## config.mk

```make
export PLATFORM = sky130hd
export DESIGN_NAME = tt_lut_engine
export DESIGN_NICKNAME = d
export VERILOG_FILES = /design/src/rtl/tt_lut_pkg.sv /design/src/rtl/tt_lut_loader.sv /design/src/rtl/tt_lut_engine.sv
export SDC_FILE = /design/constraint.sdc
export NUM_CORES = 1
export LEC_CHECK = 0
export CORE_MARGIN = 4
export CORE_UTILIZATION = 54
export CTS_CLUSTER_SIZE = 10
export DETAILED_ROUTE_END_ITERATION = 7
export MAX_ROUTING_LAYER = met4
export PLACE_DENSITY = 0.9
export SYNTH_ARGS = -nofsm -noshare
export SYNTH_HDL_FRONTEND = slang
export SYNTH_HIERARCHICAL = 1
export SYNTH_SLANG_ARGS = --single-unit
```

## constraint.sdc

```tcl
create_clock -name clk -period 4.6 [get_ports clk]
set_clock_uncertainty 0.1 [all_clocks]
set_input_delay 1.15 -clock clk [delete_from_list [all_inputs] [get_ports clk]]
set_output_delay 1.15 -clock clk [all_outputs]
set_load 0.005 [all_outputs]
```

## src/rtl/tt_lut_pkg.sv

```systemverilog
// ============================================================================
// Module : tt_lut_pkg
// Brief  : Shared types and constants for the truth-table LUT engine.
// Rev    : 1.0  initial release
// ============================================================================
`default_nettype none

package tt_lut_pkg;

    typedef enum logic [0:0] {
        IDLE  = 1'b0,
        SWEEP = 1'b1
    } state_e;

    localparam logic [7:0] TT_RESET_DEFAULT = 8'h12;
    localparam int         N_IN_MAX         = 6;

endpackage

`default_nettype wire

```

## src/rtl/tt_lut_loader.sv

```systemverilog
// ============================================================================
// Module : tt_lut_loader
// Brief  : Serial truth-table loader with shadow register and atomic commit.
// Rev    : 1.0  initial release
// ============================================================================
`default_nettype none

module tt_lut_loader
    import tt_lut_pkg::*;
#(
    parameter int                N_IN     = 3,
    parameter logic [2**N_IN-1:0] TT_RESET = (2**N_IN)'(TT_RESET_DEFAULT)
) (
    input  logic                 clk,
    input  logic                 reset,
    input  logic                 cfg_valid_i,
    input  logic                 cfg_bit_i,
    output logic [2**N_IN-1:0]   table_o,
    output logic                 cfg_done_o
);

    localparam int TBL_W = 2**N_IN;

    logic [TBL_W-1:0] shadow_q, shadow_d;
    logic [TBL_W-1:0] table_q, table_d;
    logic [N_IN-1:0]  cnt_q, cnt_d;
    logic             done_q, done_d;

    // Bits shift in from the top so that the first bit lands at index 0
    // once the whole table has arrived.
    always_comb begin
        shadow_d = shadow_q;
        table_d  = table_q;
        cnt_d    = cnt_q;
        done_d   = 1'b0;
        if (cfg_valid_i) begin
            shadow_d = {cfg_bit_i, shadow_q[TBL_W-1:1]};
            cnt_d    = cnt_q + 1'b1;
            if (cnt_q == '1) begin
                table_d = shadow_d;
                done_d  = 1'b1;
            end
        end
    end

    always_ff @(posedge clk or posedge reset) begin
        if (reset) begin
            shadow_q <= TT_RESET;
            table_q  <= TT_RESET;
            cnt_q    <= '0;
            done_q   <= 1'b0;
        end else begin
            shadow_q <= shadow_d;
            table_q  <= table_d;
            cnt_q    <= cnt_d;
            done_q   <= done_d;
        end
    end

    assign table_o    = table_q;
    assign cfg_done_o = done_q;

endmodule

`default_nettype wire

```

## src/rtl/tt_lut_engine.sv

```systemverilog
// ============================================================================
// Module : tt_lut_engine
// Brief  : Reconfigurable truth-table evaluator with optional auto-sweep
//          (sweep present when macro TT_LUT_SWEEP_EN is defined).
// Rev    : 1.0  initial release
// ============================================================================
`default_nettype none

module tt_lut_engine
    import tt_lut_pkg::*;
#(
    parameter int                 N_IN     = 3,
    parameter logic [2**N_IN-1:0] TT_RESET = (2**N_IN)'(TT_RESET_DEFAULT)
) (
    input  logic            clk,
    input  logic            reset,
    input  logic            cfg_valid,
    input  logic            cfg_bit,
    output logic            cfg_ready,
    output logic            cfg_done,
    input  logic            in_valid,
    input  logic [N_IN-1:0] in_data,
    output logic            in_ready,
    output logic            out_valid,
    output logic            out_y,
    output logic [N_IN-1:0] out_idx,
    input  logic            out_ready
`ifdef TT_LUT_SWEEP_EN
    ,
    input  logic            sweep_start,
    output logic            sweep_busy,
    output logic [N_IN:0]   ones_cnt
`endif
);

    localparam int TBL_W = 2**N_IN;

    logic [TBL_W-1:0] table_w;
    logic             slot_w;
    logic             accept_w;
    logic             out_valid_q, out_valid_d;
    logic             out_y_q, out_y_d;
    logic [N_IN-1:0]  out_idx_q, out_idx_d;

    tt_lut_loader #(
        .N_IN     (N_IN),
        .TT_RESET (TT_RESET)
    ) u_loader (
        .clk         (clk),
        .reset       (reset),
        .cfg_valid_i (cfg_valid),
        .cfg_bit_i   (cfg_bit),
        .table_o     (table_w),
        .cfg_done_o  (cfg_done)
    );

    assign cfg_ready = ~reset;
    assign slot_w    = ~out_valid_q | out_ready;
    assign accept_w  = in_valid & in_ready;

`ifdef TT_LUT_SWEEP_EN
    state_e          state_q, state_d;
    logic [N_IN-1:0] idx_q, idx_d;
    logic [N_IN:0]   ones_q, ones_d;

    assign in_ready = ~reset & (state_q == IDLE) & ~sweep_start & slot_w;

    always_comb begin
        state_d     = state_q;
        idx_d       = idx_q;
        ones_d      = ones_q;
        out_valid_d = out_valid_q;
        out_y_d     = out_y_q;
        out_idx_d   = out_idx_q;
        if (state_q == IDLE) begin
            if (sweep_start) begin
                state_d = SWEEP;
                idx_d   = '0;
                ones_d  = '0;
            end
            if (accept_w) begin
                out_valid_d = 1'b1;
                out_y_d     = table_w[in_data];
                out_idx_d   = in_data;
            end else if (out_ready) begin
                out_valid_d = 1'b0;
            end
        end else if (slot_w) begin
            // Each emitted index reads the live table, so a commit mid-sweep
            // applies from the next index onward.
            out_valid_d = 1'b1;
            out_y_d     = table_w[idx_q];
            out_idx_d   = idx_q;
            ones_d      = ones_q + {{N_IN{1'b0}}, table_w[idx_q]};
            idx_d       = idx_q + 1'b1;
            if (idx_q == '1) begin
                state_d = IDLE;
            end
        end
    end

    always_ff @(posedge clk or posedge reset) begin
        if (reset) begin
            state_q <= IDLE;
            idx_q   <= '0;
            ones_q  <= '0;
        end else begin
            state_q <= state_d;
            idx_q   <= idx_d;
            ones_q  <= ones_d;
        end
    end

    assign sweep_busy = (state_q == SWEEP);
    assign ones_cnt   = ones_q;
`else
    assign in_ready = ~reset & slot_w;

    always_comb begin
        out_valid_d = out_valid_q;
        out_y_d     = out_y_q;
        out_idx_d   = out_idx_q;
        if (accept_w) begin
            out_valid_d = 1'b1;
            out_y_d     = table_w[in_data];
            out_idx_d   = in_data;
        end else if (out_ready) begin
            out_valid_d = 1'b0;
        end
    end
`endif

    always_ff @(posedge clk or posedge reset) begin
        if (reset) begin
            out_valid_q <= 1'b0;
            out_y_q     <= 1'b0;
            out_idx_q   <= '0;
        end else begin
            out_valid_q <= out_valid_d;
            out_y_q     <= out_y_d;
            out_idx_q   <= out_idx_d;
        end
    end

    assign out_valid = out_valid_q;
    assign out_y     = out_y_q;
    assign out_idx   = out_idx_q;

endmodule

`default_nettype wire

```

# Word level (Yosys, flattened, before mapping)
# Index checks and enable logic that the tools add are counted.
# totals
elab_cells	23
inputBits	9
out_inout_bits	8
register_bits	25
# op_classes
n_bitwise	5
magnitude_cmp	1
reduce_logical	2
n_eq_ne	1
n_addsub	1
n_mux	6
# ops
operator	count
1-bit 2-to-1 mux	5
3-bit by 4-bit less-than comparator with 1-bit output (second input constant)	1
3-bit by 1-bit adder with 3-bit output (second input constant)	1
1-bit binary-select mux with 3-bit select	1
3-bit == test (second input constant)	1
1-bit bitwise AND	2
1-bit inverter	2
2-bit AND reduction	1
2-bit nonzero test	1
1-bit OR	1

# Depth between registers and ports, before layout
# Gate-level depths: netlist (run 1).
# depth
ltp_word	5
mapped_depth	4
depth_no_buf	4

# Modules after synthesis
# Netlist (run 1), hierarchy kept.
# modules_own_cells
mod	instances	area_each_um2	cells_each	seq_area_each_um2
tt_lut_loader	1	726.9	43	480.5
tt_lut_engine	1	279.0	21	125.1

# Least setup slack after synthesis (run 1)
# No wires, ideal clock.
# synth_timing
kind	input -> output
start	input port out_ready
end	output port in_ready
cell_stages	2
slack_ps	1960
arrival_ps	1390
required_ps	3350
path_buffers	0
path_cell_list	nor2b_1 > nor2_1
# synth_between
elab_chain_len	2
# synth_rtl
item	line_no	rtl
from (decl)	tt_lut_engine.sv:27	input logic out_ready
1-bit OR	tt_lut_engine.sv:58	assign slot_w = ~out_valid_q | out_ready;
1-bit bitwise AND	tt_lut_engine.sv:117	assign in_ready = ~reset & slot_w;
to (decl)	tt_lut_engine.sv:23	output logic in_ready,
# No other way between the ends.

# Final worst setup path (run 1)
# layout_timing
start	input port reset
end	output port cfg_ready
# layout_between
elab_chain_len	1
# layout_rtl
item	line_no	rtl
from (decl)	tt_lut_engine.sv:16	input logic reset,
1-bit inverter	tt_lut_engine.sv:57	assign cfg_ready = ~reset;
to (decl)	tt_lut_engine.sv:19	output logic cfg_ready,
# No other way between the ends.

==> reports/metrics.csv, run 1 <==
stage,metric,value,unit
final_layout,layout cell share with drive strength beyond 1,39.0,%
sta,unrepaired setup endpoints after global routing,false,
cts,total setup buffers inserted after CTS,0,
floorplanning,Total Die Area,0.00262,mm2
global_route,pin count of the biggest net entering global routing,20,
global_route,number of global-route vias before repair,578,
cts,clock transition time at the flip-flop clock pins of the worst setup and hold paths,0.12,ns
sta,highest achievable clock rate,0.276,GHz
sta,max_slew headroom,54.0,%
final_layout,count of inserted antenna diode cells,0,
synthesis,flop and latch count out of synthesis,24,
pwr,sequential power share,55.4,%
global_route,antenna violations before repair,0,
floorplanning,Rows,15,
floorplanning,DIE WIDTH,51.2,um
cts,post-cts hold buffer count,0,
final_layout,number of nets in the final layout,94,
route,Post-route DRC,0,
sta,final-report hold violation count,0,
sta,worst hold slack after final layout,0.385,ns
route,DR iter-0 viols,2,
placed_design,number of input and output port buffers inserted,16,
worst_setup_path,startpoint-to-endpoint class of the critical path,input port to output port,
floorplanning,initial standard-cell utilization of the core,57.6,%
pwr,maximum vdd ir drop,0.350,mV
job,max-cap check violation count,0,
sta,final period demand of the worst path,3.63,ns
floorplanning,number of top-level design ports,17,
cts,total number of H-tree levels,1,
final_layout,post-route cell area,0.00121,mm2
cts,CTS tree,done,
worst_setup_path,CP max FO,6,
worst_setup_path,register-to-register setup slack,3.04,ns
pwr,combinational share of power,27.3,%
worst_setup_path,data required time of the worst path,3.35,ns
cts,Num CTS Buffers,3,
final_layout,fill cell total of the finished layout,133,
sta,final number of setup-violating endpoints,0,
route,final antenna-violating net count,0,
worst_setup_path,Setup crit start kind,input port,
pwr,Int Power,0.000456,W
synthesis,post-synthesis instance area,0.00101,mm2
worst_setup_path,Critical Path End Type,output port,
floorplanning,placeable core area,0.00175,mm2
floorplanning,overall die height,51.2,um
cts,CTS root buf,sky130_fd_sc_hd__clkbuf_4,
synthesis,post-synthesis instance total,64,
pwr,switching share of power,24.9,%
synthesis,area fraction of the dominant cell type after synthesis,49.8,%
synthesis,number of enable flip-flop cells after synthesis,0,
route,sum of routed wire length over all layers,1430,um
sta,Worst Max-Slew Pin Slew,0.689,ns
cts,CTS resizes,0,
pwr,leakage dissipation,0.540,nW
synthesis,synth unique cells,15,
pwr,power density cells,500,mW/mm2
synthesis,portion of the post-synthesis area used by sequential elements,60.2,%
placed_design,routability congestion estimate from global placement,0.675,
synthesis,count of yosys warnings during synthesis,6,
route,average vias per placed instance,5.07,
synthesis,net count of the mapped netlist,75,
placed_design,Post-Place Cell Area,0.00118,mm2
synthesis,top cells by area in the synthesized netlist,"sky130_fd_sc_hd__dfrtp_1 50%, sky130_fd_sc_hd__mux2_2 22%, sky130_fd_sc_hd__dfstp_2 10%",
global_route,All-Layer GR Usage,13.8,%
cts,Longest Clk Path Bufs,2,
sta,total count of max-transition violations in the final report,0,
synthesis,fraction of synthesis flops using an asynchronous set or reset pin,100,%
synthesis,library cell occupying the most area in the post-synthesis netlist,sky130_fd_sc_hd__dfrtp_1,
synthesis,mean post-synth cell area,15.7,um2
pwr,Net Switching,0.000151,W
cts,Worst-Skew Late Latency,0.30,ns
global_route,global-route wire length before repair,2600,um
synthesis,most common flop cell mapped by yosys,sky130_fd_sc_hd__dfrtp_1,
global_route,total congestion overflow after global routing,0,
cts,Sink Count,24,
final_layout,area overhead of the layout relative to synthesis,20.8,%
synthesis,Commonest cells post-synth,"20 x sky130_fd_sc_hd__dfrtp_1, 20 x sky130_fd_sc_hd__mux2_2, 5 x sky130_fd_sc_hd__mux2i_1",
route,first drt pass iteration count,2,
sta,Final period util,78.8,%
route,DR WL/cell,13.3,um
pwr,proportion of power drawn by the clock network,17.4,%
route,total number of vias,542,
run_status,result of the run,"complete, no violations",
worst_setup_path,data arrival at the endpoint of the critical path,2.38,ns
sta,setup tns final,0,ns
min_path,Worst Hold Class,flop to flop,
-- logic make-up (layout without fill, tap and decap cells) --
family	after synthesis	after routing	synth area share, %
XOR/XNOR	1	1	0.871
multiplexers	26	26	29.6
buffers and inverters	6	24	3.36
adder cells (fa/ha/maj)	2	2	2.49
flip-flops	24	24	60.2
AND/OR/NAND/NOR	5	5	3.48
-- placed cells by master (no fill, tap or decap), drive strengths merged --
cell type      count
nor2b              1
clkdlybuf4s50     16
nand2              1
inv                4
dfstp              4
xor2               1
nor2               1
dfrtp             20
mux4               1
nor3b              1
ha                 2
or2                1
mux2              20
clkbuf             4
mux2i              5
-- state kept, by name, summed over array words and instances, names as in the netlist --
| signal | flops |
|---|---|
| out_idx | 3 |
| out_valid | 1 |
| out_y | 1 |
| u_loader/cfg_done_o | 1 |
| u_loader/cnt_q | 3 |
| u_loader/shadow_q | 7 |
| u_loader/table_o | 8 |
-- final timing paths --
kind | from | endpoint | cells after the start
worst min-delay path | u_loader/cnt_q[0]$_DFFE_PP0P_ | u_loader/cnt_q[0]$_DFFE_PP0P_ | 1
worst max-delay path | reset | cfg_ready | 3
worst min register to register | u_loader/cnt_q[0]$_DFFE_PP0P_ | u_loader/cnt_q[0]$_DFFE_PP0P_ | 1
worst max register to register | u_loader/cnt_q[0]$_DFFE_PP0P_ | u_loader/table_o[5]$_DFFE_PP0P_ | 4
min in group asynchronous | reset | out_idx[1]$_DFFE_PP0P_ | 2
max in group asynchronous | reset | u_loader/cfg_done_o$_DFF_PP0_ | 2
-- power by group through the flow --
stage	sequential, W	clock, W	combinational [W]
detailed placement	0.000342	0	0.000168
global route	0.000347	0.000121	0.000190
floorplan	0.000331	0	0.000118
CTS	0.000337	0.000111	0.000169
global placement	0.000337	0	0.000160
finish	0.000336	0.000106	0.000165
-- area by class of cell --
type / instances / area, um2 / share of cell area, %
Multi-Input combinational cell: 34 / 367 / 30.2
Inverter: 4 / 15.0 / 1.24
Sequential cell: 24 / 606 / 49.8
Tap cell: 25 / 31.3 / 2.57
Timing Repair Buffer: 16 / 160 / 13.2
Clock buffer: 4 / 36.3 / 2.99
-- per-layer routing --
layer / up-vias / share of wire, % / GRT usage [%]
li1: 259 / - / -
met1: 267 / 43 / 16.2
met2: 14 / 51 / 21.5
met3: 2 / 5.5 / 4.37
met4: 0 / 0.84 / 6.73
met5: - / 0 / -
-- critical path: stages --
cell	delay (ns)
sky130_fd_sc_hd__clkdlybuf4s50_1	0.47
sky130_fd_sc_hd__inv_1	0.21
sky130_fd_sc_hd__clkdlybuf4s50_1	0.54
-- per-stage QoR --
step	worst slack, ns	instances	utilization, %	power (W)
2_1_floorplan	1.96	64	-	0.000449
3_3_place_gp	1.00	103	67.5	0.000497
3_5_place_dp	0.971	103	67.5	0.000510
4_1_cts	0.964	107	69.6	0.000617
5_1_grt	0.916	107	69.6	0.000659
6_report	0.975	107	69.6	0.000607
(Power assumes the default switching activity.)
==> run 2: changes to the inputs <==
--- a/config.mk
+++ b/config.mk
@@ -6,11 +6,11 @@
 export NUM_CORES = 1
 export LEC_CHECK = 0
 export CORE_MARGIN = 4
-export CORE_UTILIZATION = 54
+export CORE_UTILIZATION = 45
 export CTS_CLUSTER_SIZE = 10
 export DETAILED_ROUTE_END_ITERATION = 7
 export MAX_ROUTING_LAYER = met4
-export PLACE_DENSITY = 0.9
+export PLACE_DENSITY = 0.81
 export SYNTH_ARGS = -nofsm -noshare
 export SYNTH_HDL_FRONTEND = slang
 export SYNTH_HIERARCHICAL = 1
==> constraint.sdc (replaced) <==
create_clock -name clk -period 3 [get_ports clk]
set_clock_uncertainty 0.1 [all_clocks]
set_input_delay 0.75 -clock clk [delete_from_list [all_inputs] [get_ports clk]]
set_output_delay 0.75 -clock clk [all_outputs]
set_load 0.005 [all_outputs]
==> run 2 against run 1 <==
Against the previous run: die area up 17%; global-route usage down 2.7 points; worst setup slack worse by 0.69 ns; critical path depth up 1; total power up 48%; count of clock-buffer cells in the layout down 1; flip-flop and latch count unchanged; wire length up 0.42%; sequential power up 54%; critical path type unchanged; highest routed layer unchanged.
==> reports/metrics.csv, run 2 (synthesis gave the netlist of run 1 again) <==
stage,metric,value,unit
global_route,pin count of the biggest net entering global routing,20,
pwr,power density cells,741,mW/mm2
floorplanning,placeable core area,0.00204,mm2
final_layout,area overhead of the layout relative to synthesis,20.4,%
pwr,maximum vdd ir drop,0.442,mV
worst_setup_path,startpoint-to-endpoint class of the critical path,input port to output port,
sta,setup tns final,0,ns
global_route,global-route met1 utilization,12.7,%
final_layout,fraction of the core area covered by cells at the end of the flow,59.3,%
global_route,GR Layer Usage met2,16.7,%
min_path,Worst Hold Class,flop to flop,
route,DR WL/cell,13.1,um
cts,CTS tree,done,
cts,total number of H-tree levels,1,
floorplanning,initial standard-cell utilization of the core,49.3,%
cts,CTS root buf,sky130_fd_sc_hd__clkbuf_4,
floorplanning,overall die height,55.3,um
sta,Final period util,90.4,%
placed_design,Post-Place Cell Area,0.00119,mm2
floorplanning,number of top-level design ports,17,
global_route,global-route wire length before repair,2570,um
worst_setup_path,data required time of the worst path,2.15,ns
global_route,number of global-route vias before repair,565,
placed_design,worst slack at placement,0.282,ns
sta,final-report hold violation count,0,
cts,Worst-Skew Late Latency,0.30,ns
worst_setup_path,CP max FO,3,
final_layout,number of nets in the final layout,95,
cts,Num CTS Buffers,3,
floorplanning,Total Die Area,0.00306,mm2
placed_design,number of input and output port buffers inserted,16,
final_layout,layout cell share with drive strength beyond 1,39.0,%
sta,final number of setup-violating endpoints,0,
sta,highest achievable clock rate,0.369,GHz
global_route,fraction of met3 tracks used by global routing,3.73,%
run_status,result of the run,"complete, no violations",
route,average vias per placed instance,5.01,
worst_setup_path,Critical Path End Type,output port,
cts,Longest Clk Path Bufs,2,
cts,post-cts hold buffer count,0,
route,DR iter-0 viols,6,
pwr,leakage dissipation,0.538,nW
sta,unrepaired setup endpoints after global routing,false,
worst_setup_path,Setup crit start kind,input port,
floorplanning,DIE WIDTH,55.3,um
sta,max_slew headroom,55.2,%
cts,clock transition time at the flip-flop clock pins of the worst setup and hold paths,0.11,ns
global_route,All-Layer GR Usage,11.2,%
final_layout,highest-count cells in the layout ignoring fill and taps,"20 x sky130_fd_sc_hd__mux2_2, 20 x sky130_fd_sc_hd__dfrtp_1, 16 x sky130_fd_sc_hd__clkdlybuf4s50_1, 5 x sky130_fd_sc_hd__mux2i_1",
route,Post-route DRC,0,
global_route,total congestion overflow after global routing,0,
job,max-cap check violation count,0,
sta,final period demand of the worst path,2.71,ns
cts,CTS resizes,0,
route,final antenna-violating net count,0,
sta,Worst Max-Slew Pin Slew,0.672,ns
final_layout,max reg flops,8,
route,total number of vias,546,
global_route,antenna violations before repair,0,
final_layout,count of inserted antenna diode cells,0,
sta,worst hold slack after final layout,0.385,ns
sta,total count of max-transition violations in the final report,0,
worst_setup_path,data arrival at the endpoint of the critical path,1.86,ns
cts,total setup buffers inserted after CTS,0,
final_layout,post-route cell area,0.00121,mm2
placed_design,routability congestion estimate from global placement,0.741,
route,sum of routed wire length over all layers,1430,um
sta,Final WS setup,0.287,ns
route,first drt pass iteration count,2,
cts,Sink Count,24,
floorplanning,Rows,16,
global_route,peak-usage layer in the global routing report,met2,
==> run 2: cell count changes in the layout (fill, tap and decap cells not counted) <==
cell and delta:
sky130_fd_sc_hd__clkbuf_8 -1, sky130_fd_sc_hd__buf_4 +1
==> run 2: critical path, cell delays in order <==
cell and delay [ns]:
sky130_fd_sc_hd__clkdlybuf4s50_1 0.40, sky130_fd_sc_hd__nor2b_1 0.21, sky130_fd_sc_hd__nor2_1 0.06, sky130_fd_sc_hd__clkdlybuf4s50_1 0.44
==> run 2: metal layers <==
layer  share of wire, %  vias up
li1                   -      259
met1                 45      268
met2                 48       15
met3                5.8        4
met4                1.3        0
met5                  0        -
==> run 2: path summary, 6_finish.rpt <==
kind                                                from                         endpoint  slack (ns)  cells past startpoint
min                        u_loader/cnt_q[0]$_DFFE_PP0P_    u_loader/cnt_q[0]$_DFFE_PP0P_        0.39                      1
min reg2reg                u_loader/cnt_q[0]$_DFFE_PP0P_    u_loader/cnt_q[0]$_DFFE_PP0P_        0.39                      1
max reg2reg                u_loader/cnt_q[0]$_DFFE_PP0P_  u_loader/table_o[5]$_DFFE_PP0P_        1.43                      4
max in group asynchronous                          reset  u_loader/table_o[2]$_DFFE_PP0P_        1.52                      2
min in group asynchronous                          reset           out_idx[1]$_DFFE_PP0P_        0.72                      3
max                                            out_ready                         in_ready        0.29                      4
==> run 2: cell type report <==
class / count / area (um2)
timing repair buffer: 17 / 168
multi-input combinational: 34 / 367
clock buffer: 3 / 22.5
sequential: 24 / 606
tap: 27 / 33.8
inverter: 4 / 15.0
fill: 180 / 831
==> run 2: power breakdown <==
part / switching [W] / internal [W] / total (W) / leakage [nW]
clock network: 0.0000833 / 0.0000468 / 0.000130 / 0.0138
logic: 0.0000802 / 0.000171 / 0.000251 / 0.242
registers: 0.0000610 / 0.000455 / 0.000516 / 0.282
total: 0.000225 / 0.000673 / 0.000897 / 0.538
==> run 2: through the flow <==
step	cells	power, W
3_3_place_gp	106	0.000764
6_report	109	0.000897
4_1_cts	109	0.000914
5_1_grt	109	0.000970
3_5_place_dp	106	0.000781
2_1_floorplan	64	0.000689
